## src/rtl/serial_adder_ctrl_if.sv

```systemverilog
// Request/result handshake bundle for the bit-serial adder sequencer.
interface serial_adder_ctrl_if #(
  parameter int unsigned WIDTH = 8
);

  logic             start_valid;
  logic             start_ready;
  logic [WIDTH-1:0] a_in;
  logic [WIDTH-1:0] b_in;
  logic             cin;
  logic             res_valid;
  logic             res_ready;
  logic [WIDTH-1:0] sum_out;
  logic             cout;

  // Requester/consumer side
  modport master (
    output start_valid, a_in, b_in, cin, res_ready,
    input  start_ready, res_valid, sum_out, cout
  );

  // Controller side
  modport slave (
    input  start_valid, a_in, b_in, cin, res_ready,
    output start_ready, res_valid, sum_out, cout
  );

endinterface

```

## src/rtl/serial_adder_ctrl.sv

```systemverilog
// Bit-serial adder sequencer: one full-adder slice (two half adders + OR)
// iterated LSB-first for WIDTH cycles, with valid/ready request and result.
module serial_adder_ctrl #(
  parameter int unsigned WIDTH = 8
) (
  input  logic                clk,
  input  logic                rst,
  serial_adder_ctrl_if.slave  bus,
  output logic                busy
);

  localparam int unsigned CNT_W = (WIDTH > 1) ? $clog2(WIDTH) : 1;
  localparam logic [CNT_W-1:0] LAST_BIT = CNT_W'(WIDTH - 1);

  typedef enum logic [1:0] {
    S_IDLE = 2'd0,
    S_RUN  = 2'd1,
    S_DONE = 2'd2
  } state_t;

  state_t           r_state;
  state_t           w_next_state;

  logic [WIDTH-1:0] r_a_sh;
  logic [WIDTH-1:0] r_b_sh;
  logic [WIDTH-1:0] r_sum_sh;
  logic             r_carry;
  logic [CNT_W-1:0] r_bit_cnt;
  logic [WIDTH-1:0] r_sum_out;
  logic             r_cout;

  logic             w_load;
  logic             w_step;
  logic             w_last;

  logic             w_ha0_s;
  logic             w_ha0_c;
  logic             w_ha1_s;
  logic             w_ha1_c;
  logic             w_s;
  logic             w_c;

  // One-bit adder slice built from two half adders and an OR for carry
  always_comb begin
    w_ha0_s = r_a_sh[0] ^ r_b_sh[0];
    w_ha0_c = r_a_sh[0] & r_b_sh[0];
    w_ha1_s = w_ha0_s ^ r_carry;
    w_ha1_c = w_ha0_s & r_carry;
    w_s     = w_ha1_s;
    w_c     = w_ha0_c | w_ha1_c;
  end

  // State register
  always_ff @(posedge clk) begin
    if (rst) begin
      r_state <= S_IDLE;
    end else begin
      r_state <= w_next_state;
    end
  end

  // Next-state decode and datapath strobes
  always_comb begin
    w_next_state = r_state;
    w_load       = 1'b0;
    w_step       = 1'b0;
    w_last       = 1'b0;
    case (r_state)
      S_IDLE: begin
        if (bus.start_valid) begin
          w_load       = 1'b1;
          w_next_state = S_RUN;
        end
      end
      S_RUN: begin
        w_step = 1'b1;
        if (r_bit_cnt == LAST_BIT) begin
          w_last       = 1'b1;
          w_next_state = S_DONE;
        end
      end
      S_DONE: begin
        if (bus.res_ready) begin
          w_next_state = S_IDLE;
        end
      end
      default: begin
        w_next_state = S_IDLE;
      end
    endcase
  end

  // Operand capture, serial shift and result latch
  always_ff @(posedge clk) begin
    if (rst) begin
      r_a_sh    <= '0;
      r_b_sh    <= '0;
      r_sum_sh  <= '0;
      r_carry   <= 1'b0;
      r_bit_cnt <= '0;
      r_sum_out <= '0;
      r_cout    <= 1'b0;
    end else if (w_load) begin
      r_a_sh    <= bus.a_in;
      r_b_sh    <= bus.b_in;
      r_carry   <= bus.cin;
      r_bit_cnt <= '0;
    end else if (w_step) begin
      r_sum_sh <= {w_s, r_sum_sh[WIDTH-1:1]};
      r_a_sh   <= {1'b0, r_a_sh[WIDTH-1:1]};
      r_b_sh   <= {1'b0, r_b_sh[WIDTH-1:1]};
      r_carry  <= w_c;
      if (w_last) begin
        // Counter parks at zero rather than wrapping past the last bit
        r_bit_cnt <= '0;
        r_sum_out <= {w_s, r_sum_sh[WIDTH-1:1]};
        r_cout    <= w_c;
      end else begin
        r_bit_cnt <= r_bit_cnt + CNT_W'(1);
      end
    end
  end

  // Handshake flags decoded from the state register
  assign bus.start_ready = (r_state == S_IDLE);
  assign bus.res_valid   = (r_state == S_DONE);
  assign bus.sum_out     = r_sum_out;
  assign bus.cout        = r_cout;
  assign busy            = (r_state != S_IDLE);

endmodule

```

## src/flat_wrapper.sv

```systemverilog
// flat-port wrapper written by rule: the top's interface ports become plain ports
module serial_adder_ctrl_flat 
#(
  parameter int unsigned WIDTH = 8
)
  (clk, rst, busy, bus_start_valid, bus_a_in, bus_b_in, bus_cin, bus_res_ready, bus_start_ready, bus_res_valid, bus_sum_out, bus_cout);
  serial_adder_ctrl_if #(.WIDTH(WIDTH)) bus_i ();
  input  logic clk;
  input  logic rst;
  output logic busy;
  input wire logic [$bits(bus_i.start_valid)-1:0] bus_start_valid;
  input wire logic [$bits(bus_i.a_in)-1:0] bus_a_in;
  input wire logic [$bits(bus_i.b_in)-1:0] bus_b_in;
  input wire logic [$bits(bus_i.cin)-1:0] bus_cin;
  input wire logic [$bits(bus_i.res_ready)-1:0] bus_res_ready;
  output wire logic [$bits(bus_i.start_ready)-1:0] bus_start_ready;
  output wire logic [$bits(bus_i.res_valid)-1:0] bus_res_valid;
  output wire logic [$bits(bus_i.sum_out)-1:0] bus_sum_out;
  output wire logic [$bits(bus_i.cout)-1:0] bus_cout;
  assign bus_i.start_valid = bus_start_valid;
  assign bus_i.a_in = bus_a_in;
  assign bus_i.b_in = bus_b_in;
  assign bus_i.cin = bus_cin;
  assign bus_i.res_ready = bus_res_ready;
  assign bus_start_ready = bus_i.start_ready;
  assign bus_res_valid = bus_i.res_valid;
  assign bus_sum_out = bus_i.sum_out;
  assign bus_cout = bus_i.cout;
  serial_adder_ctrl #(.WIDTH(WIDTH)) u_core (.clk(clk), .rst(rst), .bus(bus_i), .busy(busy));
endmodule
```

## config.mk

```make
export PLATFORM = sky130hd
export DESIGN_NAME = serial_adder_ctrl_flat
export DESIGN_NICKNAME = d
export VERILOG_FILES = /design/src/rtl/serial_adder_ctrl_if.sv /design/src/rtl/serial_adder_ctrl.sv /design/src/flat_wrapper.sv
export SDC_FILE = /design/constraint.sdc
export NUM_CORES = 1
export LEC_CHECK = 0
export ABC_AREA = 1
export ABC_CLOCK_PERIOD_IN_PS = 1150
export CORE_AREA = 10 10 80 69
export CTS_CLUSTER_SIZE = 28
export DETAILED_ROUTE_END_ITERATION = 16
export DIE_AREA = 0 0 90 79
export PLACE_DENSITY = 0.73
export SETUP_SLACK_MARGIN = 0.02
export SLEW_MARGIN = 5
export SYNTH_ARGS = -nofsm -noshare
export SYNTH_HDL_FRONTEND = slang
export SYNTH_SLANG_ARGS = --single-unit
```

## constraint.sdc

```tcl
create_clock -name clk -period 1.15 [get_ports clk]
set_input_delay 0.2875 -clock clk [delete_from_list [all_inputs] [get_ports clk]]
set_output_delay 0.2875 -clock clk [all_outputs]
set_load 0.1 [all_outputs]
```

==> results of run 1 <==
## path summary, 6_finish.rpt
check | end | cells after the start | from
max | busy | 3 | u_core.r_state[0]
min | u_core.bus.sum_out[6] | 2 | u_core.r_sum_sh[7]
max reg2reg | u_core.r_b_sh[1] | 7 | u_core.r_state[0]
min reg2reg | u_core.bus.sum_out[6] | 2 | u_core.r_sum_sh[7]
## area by class of cell
type | instances | share of cell area (%)
clock buffers | 7 | 2.91
inverters | 24 | 4.00
multi-input cells | 168 | 35.9
flip-flops and latches | 38 | 29.8
well taps | 57 | 2.72
repair buffers | 55 | 24.3
repair inverters | 1 | 0.286
## repair_timing
action / 4_1_cts / 5_1_grt
endpoints found under the setup margin: 41 / 40
endpoints found under the hold margin: 0 / 0
setup buffers: 2 / 1
pin swaps: 17 / 11
cloned: 1 / 1
gates resized for setup: 27 / 29
## registers in the layout, indices dropped and copies added (netlist names)
| name | flops |
|---|---|
| u_core.bus.sum_out | 8 |
| u_core.r_a_sh | 8 |
| u_core.r_b_sh | 8 |
| u_core.r_sum_sh | 7 |
| u_core.r_bit_cnt | 3 |
| u_core.r_state | 2 |
| u_core.bus.cout | 1 |
| u_core.r_carry | 1 |
## power breakdown
part	switching (mW)	total (mW)	internal, mW
logic	0.319	0.593	0.274
clock network	0.434	0.851	0.417
registers	0.0503	1.44	1.39
total	0.803	2.88	2.08
## critical path, cell delays in order, from the launching register on
cell and delay, ps:
dfxtp_2 350, nor2_4 190, clkinvlp_4 130, buf_12 170
## metrics by stage
stage,cells,utilization [%],hold WS [ps]
after floorplan,243,-,430
after global placement,338,59.3,454
after detailed placement,338,59.3,459
after CTS,348,63.9,467
after global routing,350,66.2,483
final,350,66.2,466
## synthesized netlist by cell type
| library cell | instances |
|---|---|
| buf_6 | 2 |
| nand2_1 | 72 |
| buf_2 | 6 |
| buf_1 | 1 |
| inv_2 | 1 |
| inv_1 | 23 |
| fa_1 | 1 |
| o21a_1 | 1 |
| nor2_1 | 23 |
| clkbuf_1 | 2 |
| dfxtp_1 | 38 |
| o21ai_1 | 1 |
| a21oi_2 | 7 |
| nor2_4 | 2 |
| nand2_2 | 2 |
| nor2_2 | 2 |
| ha_1 | 2 |
| a21oi_1 | 19 |
| buf_4 | 3 |
| o21ai_4 | 1 |
| nand3_1 | 26 |
| o21ai_0 | 8 |
## layer usage
metal | up-vias | GRT usage [%] | routed length (µm) | share of wire [%]
li1 | 862 | - | - | -
met1 | 789 | 14.8 | 2040 | 46
met2 | 36 | 21.6 | 2170 | 49
met3 | 9 | 2.91 | 161 | 3.6
met4 | 0 | 4.60 | 91 | 2.0
met5 | - | 0 | 0 | 0
## cell families after synthesis
group,after synthesis,synth area share (%)
AOI/OAI and AO/OA,37,12.9
buffers and inverters,38,10.1
DFF,38,43.7
adders and majority gates,3,2.59
and+or+nand+nor,127,30.7
==> impl_metrics.env, run 1 <==
export IMPL_layout_setup_ws_ps=-257
export IMPL_cts_buffers=5
export IMPL_worst_clock_skew_ps=5.34
export IMPL_violations="setup timing"
export IMPL_die_w_um=90
export IMPL_hold_buffers=0
export IMPL_critPathLaunchType="register"
export IMPL_max_cap_viol_count=0
export IMPL_die_area_mm2=0.00711
export IMPL_final_common_cell="nand2_1"
export IMPL_cts_tree="done"
export IMPL_ys_types=22
export IMPL_fmax_ghz=0.711
export IMPL_clockBufferDepth=2
export IMPL_worstPathMaxFanout=4
export IMPL_peakVddDrop_v=0.000695
export IMPL_initial_core_util_pct=43.9
export IMPL_io_pin_count=33
export IMPL_arrival_ps=1120
export IMPL_clk_latency_ps=280
export IMPL_viasPerCell=4.85
export IMPL_synth_avg_cell_area_um2=7.17
export IMPL_grt_overflow=0
export IMPL_synthesis_nets=267
export IMPL_r2r_slack_ps=-80
export IMPL_placement_io_buffers=32
export IMPL_post_route_period_util_pct=122
export IMPL_hold_violations=0
export IMPL_wire_per_inst_um=12.8
export IMPL_place_gp_congestion=0.811
export IMPL_first_pass_iters=6
export IMPL_worstSetupEndpointType="output pin"
export IMPL_fill_cells=319
export IMPL_slew_headroom_pct=74.7
export IMPL_finalPower_mw=2.88
export IMPL_worstHoldPathType="register to register"
export IMPL_diodes=0
export IMPL_grt_pass1_vias=1636
export IMPL_worstMarginPinSlew_ps=380
export IMPL_rsz0062_at_grt="true"
export IMPL_path_class="register to output pin"
export IMPL_grt_pass1_wl_um=7490
export IMPL_placed_area_mm2=0.00235
export IMPL_std_cell_rows=21
export IMPL_nNetsFinal=317
export IMPL_multi_input_area_um2=943
export IMPL_p_leak_nw=1.11
export IMPL_pwr_density_cell_mw_per_mm2=1100
export IMPL_yosysTopAreaCellShare_pct=43.7
export IMPL_status="finished, violations left"
export IMPL_synth_ff_latch_count=38
export IMPL_ys_seq_area_share_pct=43.7
export IMPL_vias=1696
export IMPL_netlist_area_mm2=0.00174
export IMPL_track_usage_pct=12.5
export IMPL_grt_max_degree=17
export IMPL_seq_area_um2=783
export IMPL_cp_required_ps=860
export IMPL_final_cell_mix="nand2_1 (62), nand3_1 (26), dfxtp_1 (22)"
export IMPL_cts_sinks=38
export IMPL_setup_viol=27
export IMPL_postRouteWirelength_um=4470
export IMPL_dp_slack_ps=-380
export IMPL_layout_min_cycle_time_ps=1410
export IMPL_tns_ps=-1870
export IMPL_antenna_found_initial=0
export IMPL_die_h_um=79
export IMPL_drt_iter0_markers=72
export IMPL_dp_hpwl_um=3010
export IMPL_syn_inst=243
export IMPL_clkTransAtPathRegs_ps=70
export IMPL_cts_root_buf="clkbuf_8"
export IMPL_layout_drive_gt1_share_pct=33.8
export IMPL_coreArea_mm2=0.00397
export IMPL_drv_slew=0
export IMPL_drc_errors=0
export IMPL_syn2layout_area_growth_pct=50.7
export IMPL_yosys_area_top_type="dfxtp_1"
export IMPL_netlist_top_cells_area="dfxtp_1 (44%), nand2_1 (16%), nand3_1 (7.5%)"
export IMPL_final_cell_area_mm2=0.00263
export IMPL_ant_nets=0
export IMPL_htreeDepth=2
export IMPL_ys_warnings_count=0
(Power assumes the default switching activity.)
==> inputs of run 2 (changes only) <==
--- a/config.mk
+++ b/config.mk
@@ -7,11 +7,12 @@
 export LEC_CHECK = 0
 export ABC_AREA = 1
 export ABC_CLOCK_PERIOD_IN_PS = 1150
-export CORE_AREA = 10 10 80 69
+export CORE_AREA = 10 10 79 67
+export CTS_BUF_LIST = sky130_fd_sc_hd__clkbuf_4
 export CTS_CLUSTER_SIZE = 28
 export DETAILED_ROUTE_END_ITERATION = 16
-export DIE_AREA = 0 0 90 79
-export PLACE_DENSITY = 0.73
+export DIE_AREA = 0 0 89 77
+export PLACE_DENSITY = 0.76
 export SETUP_SLACK_MARGIN = 0.02
 export SLEW_MARGIN = 5
 export SYNTH_ARGS = -nofsm -noshare
==> constraint.sdc (replaced) <==
create_clock -name clk -period 1.15 [get_ports clk]
set_input_delay 0.1725 -clock clk [delete_from_list [all_inputs] [get_ports clk]]
set_output_delay 0.1725 -clock clk [all_outputs]
set_load 0.1 [all_outputs]
==> run 2 against run 1 <==
Compared with the run above:
- the flow still finishes with violations (setup timing)
- sequential share of layout area up 0.41 points
- combinational power up 2%
- final area down 1.2%
- first-iteration DRC count up 69%
- fmax down 1.0%
- die area down 3.6%
- critical path depth up 1
- critical path type unchanged
- largest cell class unchanged
- largest power group unchanged
- highest routed layer unchanged
==> impl_metrics.env, run 2 (synthesized netlist as in run 1, its figures left out) <==
export IMPL_status="finished, violations left"
export IMPL_violations="setup timing"
export IMPL_dp_hpwl_um=2970
export IMPL_cts_root_buf="clkbuf_4"
export IMPL_worstPathMaxFanout=3
export IMPL_finalPower_mw=2.72
export IMPL_worstSetupEndpointType="output pin"
export IMPL_slew_headroom_pct=61.5
export IMPL_clkTransAtPathRegs_ps=90
export IMPL_std_cell_rows=20
export IMPL_cpPeakStageDelay_ps=370
export IMPL_cts_tree="done"
export IMPL_viasPerCell=5.04
export IMPL_drc_errors=0
export IMPL_nNetsFinal=315
export IMPL_drv_slew=0
export IMPL_max_cap_viol_count=0
export IMPL_coreArea_mm2=0.00373
export IMPL_crit_top_cell="buf_12"
export IMPL_postRouteWirelength_um=4530
export IMPL_final_common_cell="nand2_1"
export IMPL_tns_ps=-1670
export IMPL_worstMarginPinSlew_ps=577
export IMPL_path_class="register to output pin"
export IMPL_layout_min_cycle_time_ps=1420
export IMPL_rsz0062_at_grt="true"
export IMPL_clkPwrFrac_pct=24.9
export IMPL_track_usage_pct=13.0
export IMPL_grt_pass1_wl_um=7270
export IMPL_critPathBufInv=3
export IMPL_first_pass_iters=4
export IMPL_peakVddDrop_v=0.000626
export IMPL_arrival_ps=1250
export IMPL_crit_chain="nor2_4 -> buf_12 -> clkinvlp_4 -> buf_12"
export IMPL_placement_io_buffers=32
export IMPL_switching_share_pct=28.7
export IMPL_die_w_um=89
export IMPL_syn2layout_area_growth_pct=48.9
export IMPL_p_int_mw=1.94
export IMPL_setup_viol=26
export IMPL_worst_hold_slack_ps=396
export IMPL_clk_latency_ps=350
export IMPL_cts_buffers=5
export IMPL_place_gp_congestion=0.822
export IMPL_pwr_density_cell_mw_per_mm2=1050
export IMPL_grt_max_degree=14
export IMPL_p_leak_nw=1.11
export IMPL_layout_setup_ws_ps=-272
export IMPL_worst_path_max_delay_cell="dfxtp_4"
export IMPL_cp_required_ps=980
export IMPL_initial_core_util_pct=46.7
export IMPL_io_pin_count=33
export IMPL_die_h_um=77
export IMPL_vias=1689
export IMPL_final_cell_mix="nand2_1 (61), nand3_1 (26), dfxtp_1 (23)"
export IMPL_clockBufferDepth=2
export IMPL_power_frac_comb_pct=22.2
export IMPL_critPathTopFamily="flip-flops"
export IMPL_fmax_ghz=0.703
export IMPL_diodes=0
export IMPL_htreeDepth=2
export IMPL_cts_sinks=38
export IMPL_ant_nets=0
export IMPL_antenna_found_initial=0
export IMPL_worstHoldPathType="primary input to register"
export IMPL_layout_drive_gt1_share_pct=33.3
export IMPL_critPathLaunchType="register"
export IMPL_p_seq_share_pct=52.8
export IMPL_hold_violations=0
export IMPL_die_area_mm2=0.00685
export IMPL_grt_pass1_vias=1561
export IMPL_grt_overflow=0
export IMPL_post_route_period_util_pct=124
export IMPL_drt_iter0_markers=122
export IMPL_wire_per_inst_um=13.5
export IMPL_worst_clock_skew_ps=13.3
export IMPL_p_switching_mw=0.782
-- run 2: cell types whose count changed in the layout (fill, tap and decap cells not counted), sizes merged --
cell	previous run	this run
buf	35	33
clkinvlp	3	1
clkdlybuf4s50	18	19
dlygate4sd2	1	0
inv	22	23
nand2	74	75
-- run 2: path summary, 6_finish.rpt --
| kind | start | end | slack, ps | cells past startpoint |
|---|---|---|---|---|
| hold reg to reg | u_core.r_sum_sh[7] | u_core.bus.sum_out[6] | 460 | 2 |
| setup / recovery | u_core.r_state[1] | busy | -270 | 4 |
| hold / removal | bus_a_in[7] | u_core.r_a_sh[7] | 400 | 3 |
| setup reg to reg | u_core.r_state[1] | u_core.r_b_sh[4] | -90 | 7 |
-- run 2: power by group through the flow --
stage | combinational [mW] | clock (mW) | sequential, mW
2_1_floorplan | 0.341 | 0 | 1.45
3_3_place_gp | 0.503 | 0 | 1.46
3_5_place_dp | 0.512 | 0 | 1.46
4_1_cts | 0.542 | 0.695 | 1.43
5_1_grt | 0.662 | 0.742 | 1.45
6_report | 0.606 | 0.679 | 1.44
-- run 2: timing repair --
| item | CTS | global route |
|---|---|---|
| gates resized for setup | 20 | 29 |
| hold buffers | 0 | 0 |
| buffers inserted | 2 | 1 |
| setup endpoints to repair | 24 | 39 |
| cloned | 1 | 1 |
| pin swaps | 16 | 10 |
-- run 2: cell type report --
class | instances | area [µm²]
clock buffer | 7 | 52.6
fill | 274 | 1130
inverter | 24 | 98.8
multi-input combinational | 169 | 958
sequential | 38 | 785
tap | 44 | 55.1
timing repair buffer | 53 | 644
-- run 2: routing by layer --
| layer | track usage, % | share of wire [%] | wire, µm |
|---|---|---|---|
| met1 | 16.7 | 44 | 2010 |
| met2 | 19.7 | 49 | 2200 |
| met3 | 3.70 | 5.8 | 263 |
| met4 | 5.56 | 1.3 | 60 |
| met5 | 0 | 0 | 0 |
-- run 2: worst register-to-register path: cells and delay by family, from the launching register on --
kind / cells / cell delay (ps)
simple gates: 4 / 400
flops: 1 / 370
buf+inv: 2 / 260
compound gates: 1 / 140
-- run 2: metrics by stage --
step                cells  setup WS [ps]  instance area (µm²)  util (%)
floorplan             243           -283                 1790         -
global placement      323           -180                 2340      62.7
detailed placement    323           -234                 2340      62.7
CTS                   333           -264                 2480      66.4
global route          335           -312                 2590      69.6
finish                335           -272                 2590      69.6
==> inputs of run 3 (changes only) <==
--- a/config.mk
+++ b/config.mk
@@ -7,12 +7,12 @@
 export LEC_CHECK = 0
 export ABC_AREA = 1
 export ABC_CLOCK_PERIOD_IN_PS = 1150
-export CORE_AREA = 10 10 79 67
+export CORE_AREA = 2 2 64 66
 export CTS_BUF_LIST = sky130_fd_sc_hd__clkbuf_4
 export CTS_CLUSTER_SIZE = 28
 export DETAILED_ROUTE_END_ITERATION = 16
-export DIE_AREA = 0 0 89 77
-export PLACE_DENSITY = 0.76
+export DIE_AREA = 0 0 66 68
+export PLACE_DENSITY = 0.75
 export SETUP_SLACK_MARGIN = 0.02
 export SLEW_MARGIN = 5
 export SYNTH_ARGS = -nofsm -noshare
==> run 3 against run 2 <==
Compared with the run above:
- the run still ends with setup timing left
- count of clock-buffer cells in the layout fell by 2
- register-to-register slack got worse by 30 ps
- worst hold slack improved by 0.68 ps
- setup slack improved by 27 ps
- utilization fell by 2.8 points
- die area fell by 35%
- first-iteration DRC count fell by 51%
==> impl_metrics.env, run 3 (synthesized netlist as in run 1, its figures left out) <==
export IMPL_cts_tree="done"
export IMPL_arrival_ps=1220
export IMPL_grt_pass1_wl_um=6580
export IMPL_grt_pass1_vias=1524
export IMPL_coreArea_mm2=0.00386
export IMPL_dp_slack_ps=-287
export IMPL_drv_slew=0
export IMPL_peakVddDrop_v=0.000621
export IMPL_die_w_um=66
export IMPL_worstMarginPinSlew_ps=376
export IMPL_ant_nets=0
export IMPL_slew_headroom_pct=74.9
export IMPL_max_cap_viol_count=0
export IMPL_worstPathMaxFanout=4
export IMPL_std_cell_rows=23
export IMPL_tns_ps=-2300
export IMPL_setup_viol=26
export IMPL_post_route_period_util_pct=121
export IMPL_rsz0062_at_grt="true"
export IMPL_cts_root_buf="clkbuf_4"
export IMPL_place_gp_congestion=0.828
export IMPL_seq_area_um2=785
export IMPL_htreeDepth=2
export IMPL_worst_clock_skew_ps=17.0
export IMPL_status="finished, violations left"
export IMPL_diodes=0
export IMPL_layout_drive_gt1_share_pct=31.8
export IMPL_grtUsageMet3_pct=4.93
export IMPL_p_leak_nw=1.10
export IMPL_grt_max_degree=16
export IMPL_grt_busiest_layer="met2"
export IMPL_hold_depth=3
export IMPL_track_usage_pct=19.1
export IMPL_worstHoldPathType="primary input to register"
export IMPL_io_pin_count=33
export IMPL_die_h_um=68
export IMPL_path_class="register to output pin"
export IMPL_clkTransAtPathRegs_ps=110
export IMPL_cts_sinks=38
export IMPL_hold_violations=0
export IMPL_final_cell_mix="nand2_1 (64), nand3_1 (26), dfxtp_1 (23)"
export IMPL_syn2layout_area_growth_pct=47.8
export IMPL_drc_errors=0
export IMPL_viasPerCell=4.86
export IMPL_layout_setup_ws_ps=-245
export IMPL_fmax_ghz=0.717
export IMPL_wire_per_inst_um=11.6
export IMPL_postRouteWirelength_um=3960
export IMPL_pwr_density_cell_mw_per_mm2=1120
export IMPL_initial_core_util_pct=45.2
export IMPL_placement_io_buffers=32
export IMPL_multi_input_area_um2=925
export IMPL_layout_min_cycle_time_ps=1390
export IMPL_dp_hpwl_um=2790
export IMPL_clk_latency_ps=340
export IMPL_rr_worst_depth=8
export IMPL_final_common_cell="nand2_1"
export IMPL_first_pass_iters=4
export IMPL_gr_usage_met2_pct=34.2
export IMPL_nNetsFinal=315
export IMPL_antenna_found_initial=0
export IMPL_cts_buffers=5
export IMPL_violations="setup timing"
export IMPL_drt_iter0_markers=60
export IMPL_die_area_mm2=0.00449
export IMPL_worstSetupEndpointType="output pin"
export IMPL_vias=1663
export IMPL_fill_cells=312
export IMPL_critPathLaunchType="register"
export IMPL_cp_required_ps=980
export IMPL_grtUsageMet1_pct=22.4
export IMPL_grt_overflow=0
export IMPL_clockBufferDepth=2
export IMPL_finalPower_mw=2.88
[run 3: per-layer routing]
metal | routed length (µm) | vias to the layer above | part of all wire, %
met5 | 0 | - | 0
met4 | 50 | 0 | 1.3
met3 | 153 | 7 | 3.9
met2 | 2030 | 42 | 51
met1 | 1730 | 753 | 44
li1 | - | 861 | -
[run 3: path summary, 6_finish.rpt]
path / startpoint / endpoint / slack, ps
setup reg to reg: u_core.r_state[0] / u_core.r_carry / -120
hold reg to reg: u_core.r_sum_sh[7] / u_core.bus.sum_out[6] / 460
hold / removal: bus_b_in[7] / u_core.r_b_sh[7] / 400
setup / recovery: u_core.r_state[0] / busy / -240
[run 3: report_power, final]
part	internal (mW)	total, mW	leakage, nW	switching (mW)
Combinational	0.263	0.566	0.741	0.303
Sequential	1.39	1.44	0.319	0.0479
Clock	0.451	0.882	0.0450	0.431
Total	2.10	2.88	1.10	0.782
[run 3: what timing repair did]
action                                  4_1_cts  5_1_grt
gates resized for setup                      21       24
endpoints found under the setup margin       38       38
pin swaps                                    13        8
hold buffers                                  0        0
buffers inserted                              5        2
gates cloned                                  1        0
[run 3: critical path, cell delays in order (launching register included)]
cell	delay, ps
dfxtp_4	380
nor2_4	190
clkinvlp_4	140
buf_12	170
[run 3: area by class of cell]
class / instances / area share, %
Inverter: 24 / 4.04
Sequential cell: 38 / 30.5
Tap cell: 50 / 2.43
Timing Repair Buffer: 54 / 24.1
Multi-Input combinational cell: 168 / 35.9
Clock buffer: 5 / 1.46
Clock inverter: 3 / 1.56
[run 3: stage by stage]
stage | util (%) | hold slack [ps] | instance area (µm²) | std cells
finish | 66.7 | 396 | 2570 | 342
global route | 66.7 | 398 | 2570 | 342
CTS | 64.6 | 388 | 2490 | 341
detailed placement | 59.8 | 453 | 2300 | 327
global placement | 59.8 | 452 | 2300 | 327
floorplan | - | 315 | 1790 | 243
